## config.mk

```make
export PLATFORM = sky130hd
export DESIGN_NAME = iir_out_decimator_flat
export DESIGN_NICKNAME = d
export VERILOG_FILES = /design/src/rtl/iir_out_decimator_if.sv /design/src/rtl/iir_out_decimator.sv /design/src/flat_wrapper.sv
export SDC_FILE = /design/constraint.sdc
export NUM_CORES = 1
export LEC_CHECK = 0
export CAP_MARGIN = 15
export CORE_ASPECT_RATIO = 1.1
export CORE_MARGIN = 1
export CORE_UTILIZATION = 43
export CTS_CLUSTER_SIZE = 25
export DETAILED_ROUTE_END_ITERATION = 10
export GPL_TIMING_DRIVEN = 0
export PLACE_DENSITY_LB_ADDON = 0.2
export SYNTH_ARGS = -nofsm -noshare
export SYNTH_HDL_FRONTEND = slang
export SYNTH_SLANG_ARGS = --single-unit
```

## constraint.sdc

```tcl
create_clock -name clk -period 3.3 [get_ports clk]
set_input_delay 0.33 -clock clk [delete_from_list [all_inputs] [get_ports clk]]
set_output_delay 0.33 -clock clk [all_outputs]
set_load 0.1 [all_outputs]
```

## src/rtl/iir_out_decimator_if.sv

```systemverilog
// iir_out_decimator_if: sample input, decimated FWFT output handshake and status flags
interface iir_out_decimator_if #(parameter int DATA_W = 16);
  logic              in_valid;
  logic [DATA_W-1:0] in_data;
  logic              out_valid;
  logic              out_ready;
  logic [DATA_W-1:0] out_data;
  logic              fifo_full;
  logic              drop;
`ifdef IIR_DEC_DROP_CNT_EN
  logic [7:0]        drop_cnt;
`endif
  modport master (
    output in_valid, in_data, out_ready,
    input  out_valid, out_data, fifo_full, drop
`ifdef IIR_DEC_DROP_CNT_EN
    , input drop_cnt
`endif
  );
  modport slave (
    input  in_valid, in_data, out_ready,
    output out_valid, out_data, fifo_full, drop
`ifdef IIR_DEC_DROP_CNT_EN
    , output drop_cnt
`endif
  );
endinterface

```

## src/rtl/iir_out_decimator.sv

```systemverilog
// iir_out_decimator: block-average decimator feeding a FWFT FIFO with sticky drop flag.
// Optional IIR_DEC_DROP_CNT_EN adds a saturating 8-bit drop counter.
module iir_out_decimator #(
  parameter int DATA_W     = 16,
  parameter int LOG2_DECIM = 2,
  parameter int FIFO_AW    = 3
) (
  input logic clk,
  input logic rst,
  iir_out_decimator_if.slave bus
);
  localparam int ACC_W = DATA_W + LOG2_DECIM;
  localparam int DEPTH = 1 << FIFO_AW;
  logic signed [ACC_W-1:0] acc_q, acc_d, sum;
  logic [LOG2_DECIM-1:0]   cnt_q, cnt_d;
  logic [DATA_W-1:0]       mem_q [DEPTH];
  logic [FIFO_AW-1:0]      rd_q, rd_d, wr_q, wr_d;
  logic [FIFO_AW:0]        occ_q, occ_d;
  logic [DATA_W-1:0]       out_data_q, out_data_d, result;
  logic                    out_valid_q, out_valid_d, full_q, full_d;
  logic                    blk_done, pop, push, lost;
  always_comb begin
    sum         = acc_q + {{LOG2_DECIM{bus.in_data[DATA_W-1]}}, bus.in_data};
    result      = DATA_W'(sum >>> LOG2_DECIM);
    blk_done    = bus.in_valid && (&cnt_q);
    pop         = out_valid_q && bus.out_ready;
    push        = blk_done && (!full_q || pop);
    lost        = blk_done && !push;
    acc_d       = !bus.in_valid ? acc_q : blk_done ? '0 : sum;
    cnt_d       = bus.in_valid ? cnt_q + 1'b1 : cnt_q;
    wr_d        = push ? wr_q + 1'b1 : wr_q;
    rd_d        = pop ? rd_q + 1'b1 : rd_q;
    occ_d       = occ_q + (FIFO_AW+1)'(push) - (FIFO_AW+1)'(pop);
    out_valid_d = occ_d != '0;
    full_d      = occ_d == (FIFO_AW+1)'(DEPTH);
    // a push landing on the new head slot bypasses the memory read
    out_data_d  = !out_valid_d ? out_data_q : (push && wr_q == rd_d) ? result : mem_q[rd_d];
  end
  always_ff @(posedge clk)
    if (push) mem_q[wr_q] <= result;
`ifdef IIR_DEC_DROP_CNT_EN
  logic [7:0] dcnt_q, dcnt_d;
  always_comb dcnt_d = (lost && dcnt_q != 8'hff) ? dcnt_q + 1'b1 : dcnt_q;
  always_ff @(posedge clk or posedge rst)
    if (rst) dcnt_q <= '0;
    else dcnt_q <= dcnt_d;
  assign bus.drop     = dcnt_q != '0;
  assign bus.drop_cnt = dcnt_q;
`else
  logic drop_q, drop_d;
  always_comb drop_d = drop_q || lost;
  always_ff @(posedge clk or posedge rst)
    if (rst) drop_q <= 1'b0;
    else drop_q <= drop_d;
  assign bus.drop = drop_q;
`endif
  always_ff @(posedge clk or posedge rst)
    if (rst) begin
      acc_q       <= '0;
      cnt_q       <= '0;
      rd_q        <= '0;
      wr_q        <= '0;
      occ_q       <= '0;
      out_data_q  <= '0;
      out_valid_q <= 1'b0;
      full_q      <= 1'b0;
    end else begin
      acc_q       <= acc_d;
      cnt_q       <= cnt_d;
      rd_q        <= rd_d;
      wr_q        <= wr_d;
      occ_q       <= occ_d;
      out_data_q  <= out_data_d;
      out_valid_q <= out_valid_d;
      full_q      <= full_d;
    end
  assign bus.out_valid = out_valid_q;
  assign bus.out_data  = out_data_q;
  assign bus.fifo_full = full_q;
endmodule

```

## src/flat_wrapper.sv

```systemverilog
// flat-port wrapper written by rule: the top's interface ports become plain ports
module iir_out_decimator_flat 
#(
  parameter int DATA_W     = 16,
  parameter int LOG2_DECIM = 2,
  parameter int FIFO_AW    = 3
)
  (clk, rst, bus_in_valid, bus_in_data, bus_out_ready, bus_out_valid, bus_out_data, bus_fifo_full, bus_drop);
  iir_out_decimator_if #(.DATA_W(DATA_W)) bus_i ();
  input logic clk;
  input logic rst;
  input wire logic [$bits(bus_i.in_valid)-1:0] bus_in_valid;
  input wire logic [$bits(bus_i.in_data)-1:0] bus_in_data;
  input wire logic [$bits(bus_i.out_ready)-1:0] bus_out_ready;
  output wire logic [$bits(bus_i.out_valid)-1:0] bus_out_valid;
  output wire logic [$bits(bus_i.out_data)-1:0] bus_out_data;
  output wire logic [$bits(bus_i.fifo_full)-1:0] bus_fifo_full;
  output wire logic [$bits(bus_i.drop)-1:0] bus_drop;
  assign bus_i.in_valid = bus_in_valid;
  assign bus_i.in_data = bus_in_data;
  assign bus_i.out_ready = bus_out_ready;
  assign bus_out_valid = bus_i.out_valid;
  assign bus_out_data = bus_i.out_data;
  assign bus_fifo_full = bus_i.fifo_full;
  assign bus_drop = bus_i.drop;
  iir_out_decimator #(.DATA_W(DATA_W), .LOG2_DECIM(LOG2_DECIM), .FIFO_AW(FIFO_AW)) u_core (.clk(clk), .rst(rst), .bus(bus_i));
endmodule
```

=== Word-level counts from Yosys, hierarchy flattened ===
Memories as Yosys holds them, arrays and structs flattened. A register that Yosys moved wholly into a read port is not among the register bits.
Cells that the tools add are included.

* Output and inout port bits: 19
* Memories: 1
* Bits in registers: 33
* Logic and storage cells: 30
* RAM bits: 128

{| class="wikitable"
|+ Memories
! name !! words !! width !! read ports !! clocked after Yosys merged registers in !! write ports !! RTL line !! source
|-
| u_core.mem_q || 8 || 16 || 1 || 1 || 1 || iir_out_decimator.sv:16 || <nowiki>logic [DATA_W-1:0] mem_q [DEPTH];</nowiki>
|}

* Reductions and logical operators: 10
* $add $sub $neg: 6
* Equality and inequality tests: 1
* Muxes and demuxes: 4

{| class="wikitable"
|+ Operators by type and width
! kind !! number
|-
| 18-bit adder || 1
|-
| 18-bit two-way mux || 1
|-
| 3-bit by 1-bit adder with 3-bit output (second input constant) || 2
|-
| 4-bit by 1-bit adder with 4-bit output || 1
|-
| 4-bit equality test (second input constant) || 1
|-
| 1-bit logical AND || 4
|-
| 4-bit nonzero test || 1
|-
| 4-bit by 1-bit subtractor with 4-bit output || 1
|-
| 3-bit two-way mux || 1
|-
| 2-bit by 1-bit adder with 2-bit output (second input constant) || 1
|-
| 1-bit logical NOT || 2
|-
| 1-bit logical OR || 2
|-
| 1-bit two-way mux || 2
|-
| 2-bit AND reduction || 1
|}

=== Longest topological paths before layout ===
Gate-level depths: netlist of the first run.

* Word-level depth: 6
* Depth in mapped cells: 14

=== Worst setup path after synthesis of the first run ===
OpenSTA, ideal clock, no wires.

* Path kind: reg-to-reg
* Start point: register u_core.out_valid_q (netlist: u_core.bus.out_valid)
* End point: register u_core.out_data_q[1] (netlist: u_core.bus.out_data[1]) (read register of u_core.mem_q)
* Cell stages (with the launch flop): 15
* Arrival time: 3440 ps
* Path slack: -244 ps
* Clock period less this slack: 3544 ps
* Path buffers: 1
* Library setup time: 104 ps
* Cell sequence: dfrtp_1 > nand2_1 > inv_1 > ha_1 > inv_1 > ha_1 > inv_1 > fa_1 > inv_1 > or3_1 > nor2_4 > inv_2 > and2_0 > buf_2 > a221oi_1

* Word-level cells in the longest chain between the ends: 6

{| class="wikitable"
|+ RTL lines
! element !! RTL line !! source
|-
| start, declared || iir_out_decimator.sv:20 || <nowiki>logic out_valid_q, out_valid_d, full_q, full_d;</nowiki>
|-
| start signal, assigned || iir_out_decimator.sv:74 || <nowiki>out_valid_q <= out_valid_d;</nowiki>
|-
| 1-bit logical AND (*) || iir_out_decimator.sv:26 || <nowiki>pop = out_valid_q && bus.out_ready;</nowiki>
|-
| 1-bit logical OR || iir_out_decimator.sv:27 || <nowiki>push = blk_done && (!full_q || pop);</nowiki>
|-
| 1-bit logical AND || iir_out_decimator.sv:27 ||
|-
| 4-bit by 1-bit adder with 4-bit output || iir_out_decimator.sv:33 || <nowiki>occ_d = occ_q + (FIFO_AW+1)'(push) - (FIFO_AW+1)'(pop);</nowiki>
|-
| 4-bit by 1-bit subtractor with 4-bit output (*) || iir_out_decimator.sv:33 ||
|-
| named net u_core.occ_d[1] || iir_out_decimator.sv:18 || <nowiki>logic [FIFO_AW:0] occ_q, occ_d;</nowiki>
|-
| 4-bit nonzero test (*) || iir_out_decimator.sv:34 || <nowiki>out_valid_d = occ_d != '0;</nowiki>
|-
| end, declared || iir_out_decimator.sv:19 || <nowiki>logic [DATA_W-1:0] out_data_q, out_data_d, result;</nowiki>
|}

Mark *: on every way through the listed nets, which the timed path passes. The rest lies on a longest branch.
A chain may end at the register's enable or synchronous reset.

=== Worst setup path in the final report of the first run ===
* Start point: register u_core.out_valid_q (netlist: u_core.bus.out_valid)
* End point: register u_core.out_data_q[2] (netlist: u_core.bus.out_data[2]) (read register of u_core.mem_q)

The elaborated chain is that of the path after synthesis.

==> results_dict.tcl, run 1 <==
set metrics [dict create \
    synth_warnings 0 \
    fp.dieH_um 145 \
    cpPeakStageDelay_ns 0.48 \
    cts_max_level 4 \
    num_antenna_cells 0 \
    vdd_drop_max_uv 863 \
    ant_nets 0 \
    initial_core_util 0.444 \
    async_flop_share 0.277 \
    synthFlopType "edfxtp_1" \
    synthTopCellsByCount "edfxtp_1 (128), dfrtp_1 (49), mux2i_1 (38)" \
    fin_crit_ns 3.12 \
    synth_area_leaders "edfxtp_1 (48%), dfrtp_1 (15%), mux4_2 (5.4%), mux2i_1 (4.8%), ha_1 (3.8%)" \
    startpoint_type "flip-flop" \
    final_nets 649 \
    dieArea_um2 19100 \
    grt_pass1_vias 4799 \
    synth_largest_area_cell "edfxtp_1" \
    intPower_w 0.00610 \
    synth_area_um2 7960 \
    placed_cells 816 \
    power.density_nw_per_um2 1100 \
    slew_viol_final 0 \
    nFillCells 1458 \
    cts_made_buffers 17 \
    crit_top_cell "inv_1" \
    io_pins 39 \
    routed-via-count 4731 \
    place_ws_ns -0.681 \
    grt_use_total 0.198 \
    cp_data_required_time_ns 3.63 \
    drc 0 \
    max_freq_mhz 320 \
    instances_no_fill 853 \
    endpoint_kind "flip-flop" \
    gr-total-overflow 0 \
    setup_slack_ns 0.179 \
    netlist_instances 530 \
    worstPathCellList "nand2_2 > inv_1 > ha_1 > inv_1 > ha_1 > inv_1 > fa_1 > inv_1 > or3_4 > nor2_4 > inv_2 > and2_0 > buf_4 > a221oi_4" \
    setup_viol 0 \
    p_seq_frac 0.343 \
    grt_pass1_wl_um 27500 \
    final_hold_viol_count 0 \
    grt_max_degree 34 \
    rsz0062_at_grt "false" \
    synth_edf_count 128 \
    avgSynthCellArea_um2 15.0 \
    hold_slack_ns 0.235 \
    switching_share 0.418 \
    clkLatencyLatePin_ns 0.43 \
    min_path_type "primary input to asynchronous set/reset pin" \
    drt_wl_total_um 17900 \
    syn2layout_area_growth_pct 19.2 \
    synthDistinctLibCells 61 \
    drtIter0Drc 388 \
    syn_nets 576 \
    viasPerCell 5.55 \
    clk_pin_slew_ns 0.07 \
    cts_buffer_depth 2 \
    pwr-share-comb 0.473 \
    cpMaxStageDelayCell "fa_1" \
    p_clk_frac 0.183 \
    synth-seq-area-share 0.637 \
    finalPower_w 0.0105 \
    die_w_um 132 \
    tightestPinTransition_ns 0.978 \
    first_pass_iters 4 \
    fp.coreArea_um2 17900 \
    critical_path_class "flip-flop to flip-flop" \
    synth_most_common_cell "edfxtp_1" \
    wl_per_cell_um 20.9 \
    p_leak_nw 3.61 \
    outcome "complete, no violations" \
    place.gp.congestion 0.901 \
    dp_hpwl_um 12500 \
    clock-sinks 177 \
    cts_root_buf "clkbuf_16" \
    crit_fanout 8 \
    io_buffers 37 \
    rows 51 \
    skew_ns 0.00680 \
    antenna_found_initial 0 \
    cp.arrival_ns 3.45 \
    maxSlewHeadroom 0.346 \
    synth.top_cell.area_share 0.483 \
    synth-seq-cells 177 \
    drive_above_1_share 0.190 \
    p_sw_w 0.00437 \
    cts_tree "yes" \
    finalCritPeriodShare 0.946 \
    cap_violations 0 \
]
==> layer usage <==
layer / global-route usage / wire (um) / vias up
li1: - / - / 2186
met1: 0.256 / 7990 / 2418
met2: 0.339 / 8890 / 107
met3: 0.0387 / 708 / 20
met4: 0.0643 / 267 / 0
met5: 0 / 0 / -
==> per-stage QoR <==
step,area [um2],TNS [ns],util
final,9490,0,0.529
after global routing,9490,0,0.529
after CTS,9430,0,0.526
after detailed placement,8830,-8.36,0.492
after global placement,8630,-57.79,0.481
after floorplan,7960,0,-
==> final timing paths <==
check / start / endpoint / slack, ns / depth (start not counted)
worst min register to register: u_core.bus.drop / u_core.bus.drop / 0.48 / 1
worst max register to register: u_core.bus.out_valid / u_core.bus.out_data[2] / 0.18 / 14
worst min-delay path: rst / u_core.cnt_q[0] / 0.23 / 2
min in group clk: bus_in_valid / u_core.acc_q[1] / 0.31 / 3
max in group asynchronous: rst / u_core.bus.out_valid / 2.52 / 3
worst max-delay path: u_core.bus.out_valid / u_core.bus.out_data[2] / 0.18 / 14
==> area by class of cell <==
cell class	instances	area, um2	area share
sequential	177	5070	0.535
multi-input combinational	299	2710	0.286
tap	238	298	0.0314
inverter	35	131	0.0138
timing repair buffer	54	591	0.0623
clock inverter	13	129	0.0136
buffer	19	126	0.0133
clock buffer	18	429	0.0452
==> logic make-up after synthesis <==
family | Yosys count | synth area share
and+or+nand+nor | 67 | 0.0393
AOI/OAI and AO/OA | 117 | 0.108
muxes | 63 | 0.110
adders and majority gates | 26 | 0.0428
buffers and inverters | 54 | 0.0319
DFF | 177 | 0.637
xor gates and xnor gates | 26 | 0.0313
==> registers in the layout (all words and copies together) (netlist names) <==
signal,flops
u_core.rd_q,3
u_core.acc_q,18
u_core.bus.out_valid,1
u_core.bus.drop,1
u_core.bus.fifo_full,1
u_core.wr_q,3
u_core.bus.out_data,16
u_core.mem_q,128
u_core.cnt_q,2
u_core.occ_q,4
==> critical path: cells and delay by family, from the launching register on <==
kind	cells	cell delay [ns]
compound gates	1	0.30
fa+ha+maj	3	0.91
buf+inv	6	0.52
flops	1	0.44
simple gates	4	0.84
==> placed cells by master (no fill, tap or decap), drive strengths merged, types with 5 or more instances in the layout <==
master           n
edfxtp         128
dfrtp           49
inv             40
mux2i           38
clkdlybuf4s50   36
a21oi           31
buf             29
clkbuf          25
ha              24
nand2           23
nor2            20
mux4            19
o21ai           17
o2bb2ai         15
xor2            13
xnor2           12
a211oi          12
a22o             8
a221oi           7
mux2             6
o211ai           6
and3             5
clkinv           5
==> repair_timing <==
item | in CTS | in global routing
endpoints found under the setup margin | 13 | 14
buffers inserted | 3 | 3
hold buffers | 0 | 0
pin swaps | 1 | 2
resized for setup | 7 | 6
==> power by group through the flow <==
stage,Combinational [W],Clock [W],Sequential (W)
3_3_place_gp,0.00463,0,0.00363
2_1_floorplan,0.00274,0,0.00435
4_1_cts,0.00488,0.00195,0.00360
3_5_place_dp,0.00481,0,0.00364
5_1_grt,0.00536,0.00203,0.00364
6_report,0.00496,0.00192,0.00360
No activity file was read; power rests on OpenSTA's default activity.
==> inputs of run 2 (changes only) <==
--- a/config.mk
+++ b/config.mk
@@ -13,6 +13,7 @@
 export DETAILED_ROUTE_END_ITERATION = 10
 export GPL_TIMING_DRIVEN = 0
 export PLACE_DENSITY_LB_ADDON = 0.2
+export SLEW_MARGIN = 20
 export SYNTH_ARGS = -nofsm -noshare
 export SYNTH_HDL_FRONTEND = slang
 export SYNTH_SLANG_ARGS = --single-unit
==> run 2 against run 1 <==
  * Clock-buffer cell count increased by 1
  * Register-to-register slack is essentially flat
  * Global-route usage is 0.089 points higher
  * Sequential power is essentially flat
  * Critical path type unchanged
  * Highest routed layer unchanged
==> results_dict.tcl, run 2 (same netlist as run 1, synthesis figures left out) <==
set metrics [dict create \
    syn2layout_area_growth_pct 18.5 \
    cts_root_buf "clkbuf_16" \
    holdPathStages 3 \
    grt_use_total 0.199 \
    ant_nets 0 \
    tightestPinTransition_ns 0.981 \
    gr-total-overflow 0 \
    fin_crit_ns 3.13 \
    outcome "complete, no violations" \
    drive_above_1_share 0.188 \
    io_buffers 37 \
    path_buf_inv 6 \
    cts_made_buffers 17 \
    critical_path_class "flip-flop to flip-flop" \
    routed-via-count 4805 \
    max_freq_mhz 319 \
    rr_startpoint "u_core.bus.out_valid" \
    place.gp.congestion 0.901 \
    num_antenna_cells 0 \
    wl_per_cell_um 21.0 \
    slew_viol_final 0 \
    cts_tree "yes" \
    power.density_nw_per_um2 1120 \
    dieArea_um2 19100 \
    finalPower_w 0.0105 \
    hold_buffers 0 \
    largest_reg_flops 128 \
    vdd_drop_max_uv 798 \
    final_nets 645 \
    critical_path.top_delay_family "adder cells" \
    cp.depth 14 \
    final_hold_viol_count 0 \
    finalCritPeriodShare 0.949 \
    cap_violations 0 \
    worstPathCellList "nand2_2 > inv_1 > ha_1 > inv_1 > ha_1 > inv_1 > fa_1 > inv_1 > or3_4 > nor2_4 > inv_2 > and2_0 > clkbuf_4 > a221oi_1" \
    fp.dieH_um 145 \
    tns_ns 0 \
    multi_input_area_um2 2710 \
    cp_data_required_time_ns 3.62 \
    cpPeakStageDelay_ns 0.48 \
    cts_buffer_depth 2 \
    initial_core_util 0.444 \
    nFillCells 1464 \
    maxSlewHeadroom 0.344 \
    io_pins 39 \
    ff2ff_path_depth 14 \
    final_cell_mix "edfxtp_1 (128), dfrtp_1 (48), mux2i_1 (38), clkdlybuf4s50_1 (36)" \
    rows 51 \
    cts_max_level 4 \
    dp_hpwl_um 12300 \
    viasPerCell 5.65 \
    placed_cells 814 \
    clock-sinks 177 \
    cp.arrival_ns 3.45 \
    fp.coreArea_um2 17900 \
    instances_no_fill 850 \
    skew_ns 0.0134 \
    final_common_cell "edfxtp_1" \
    regArea_um2 5070 \
    top_register "u_core.mem_q" \
    clk_pin_slew_ns 0.07 \
    first_pass_iters 5 \
    crit_top_cell "inv_1" \
    grt_pass1_wl_um 27600 \
    p_leak_nw 3.58 \
    endpoint_kind "flip-flop" \
    drtIter0Drc 304 \
    rsz0062_at_grt "false" \
    antenna_found_initial 0 \
    grt_pass1_vias 4887 \
    drt_wl_total_um 17800 \
    startpoint "u_core.bus.out_valid" \
    grt_max_degree 50 \
    hold_slack_ns 0.320 \
    die_w_um 132 \
    cpMaxStageDelayCell "fa_1" \
    clkLatencyLatePin_ns 0.43 \
    hold_start "bus_in_valid" \
    drc 0 \
    min_path_type "primary input to flip-flop" \
    setup_viol 0 \
    startpoint_type "flip-flop" \
    crit_fanout 8 \
]
[run 2: layout make-up]
class,instances,share of cell area
buffer,19,0.0134
multi-input combinational,299,0.288
tap,238,0.0316
clock inverter,13,0.0161
inverter,35,0.0142
timing repair buffer,50,0.0535
clock buffer,19,0.0459
sequential,177,0.538
[run 2: final timing paths]
kind | to | slack [ns]
min in group asynchronous | u_core.cnt_q[0] | 0.36
hold reg to reg | u_core.bus.drop | 0.49
hold / removal | u_core.acc_q[1] | 0.32
setup / recovery | u_core.bus.out_data[3] | 0.17
max in group asynchronous | u_core.bus.out_valid | 2.44
setup reg to reg | u_core.bus.out_data[3] | 0.17
[run 2: what timing repair did]
item,CTS,global route
setup endpoints to repair,13,14
buffers inserted,2,2
pin swaps,1,1
resized for setup,5,7
[run 2: power breakdown]
part           leakage (nW)  switching, W  internal [W]
Clock                 0.282      0.000868       0.00113
Combinational          1.55       0.00327       0.00166
Sequential             1.75      0.000244       0.00335
Total                  3.58       0.00438       0.00614
[run 2: worst register-to-register path, cell delays in order (launching register included)]
cell	delay [ns]
dfrtp_2	0.44
nand2_2	0.12
inv_1	0.09
ha_1	0.27
inv_1	0.06
ha_1	0.16
inv_1	0.05
fa_1	0.48
inv_1	0.05
or3_4	0.40
nor2_4	0.18
inv_2	0.09
and2_0	0.13
clkbuf_4	0.21
a221oi_1	0.29
[run 2: stage by stage]
stage	instance area, um2	utilization	setup slack, ns
final	9430	0.526	0.167
after CTS	9390	0.523	0.0362
after global placement	8630	0.481	-1.20
after floorplan	7960	-	0.0930
after detailed placement	8770	0.489	-0.533
after global routing	9430	0.526	0.0117
[run 2: per-layer routing]
layer	part of all wire	global-route usage	wire, um	vias up
li1	-	-	-	2178
met1	0.44	0.253	7780	2445
met2	0.49	0.337	8790	154
met3	0.051	0.0425	915	28
met4	0.020	0.0759	349	0
met5	0	0	0	-
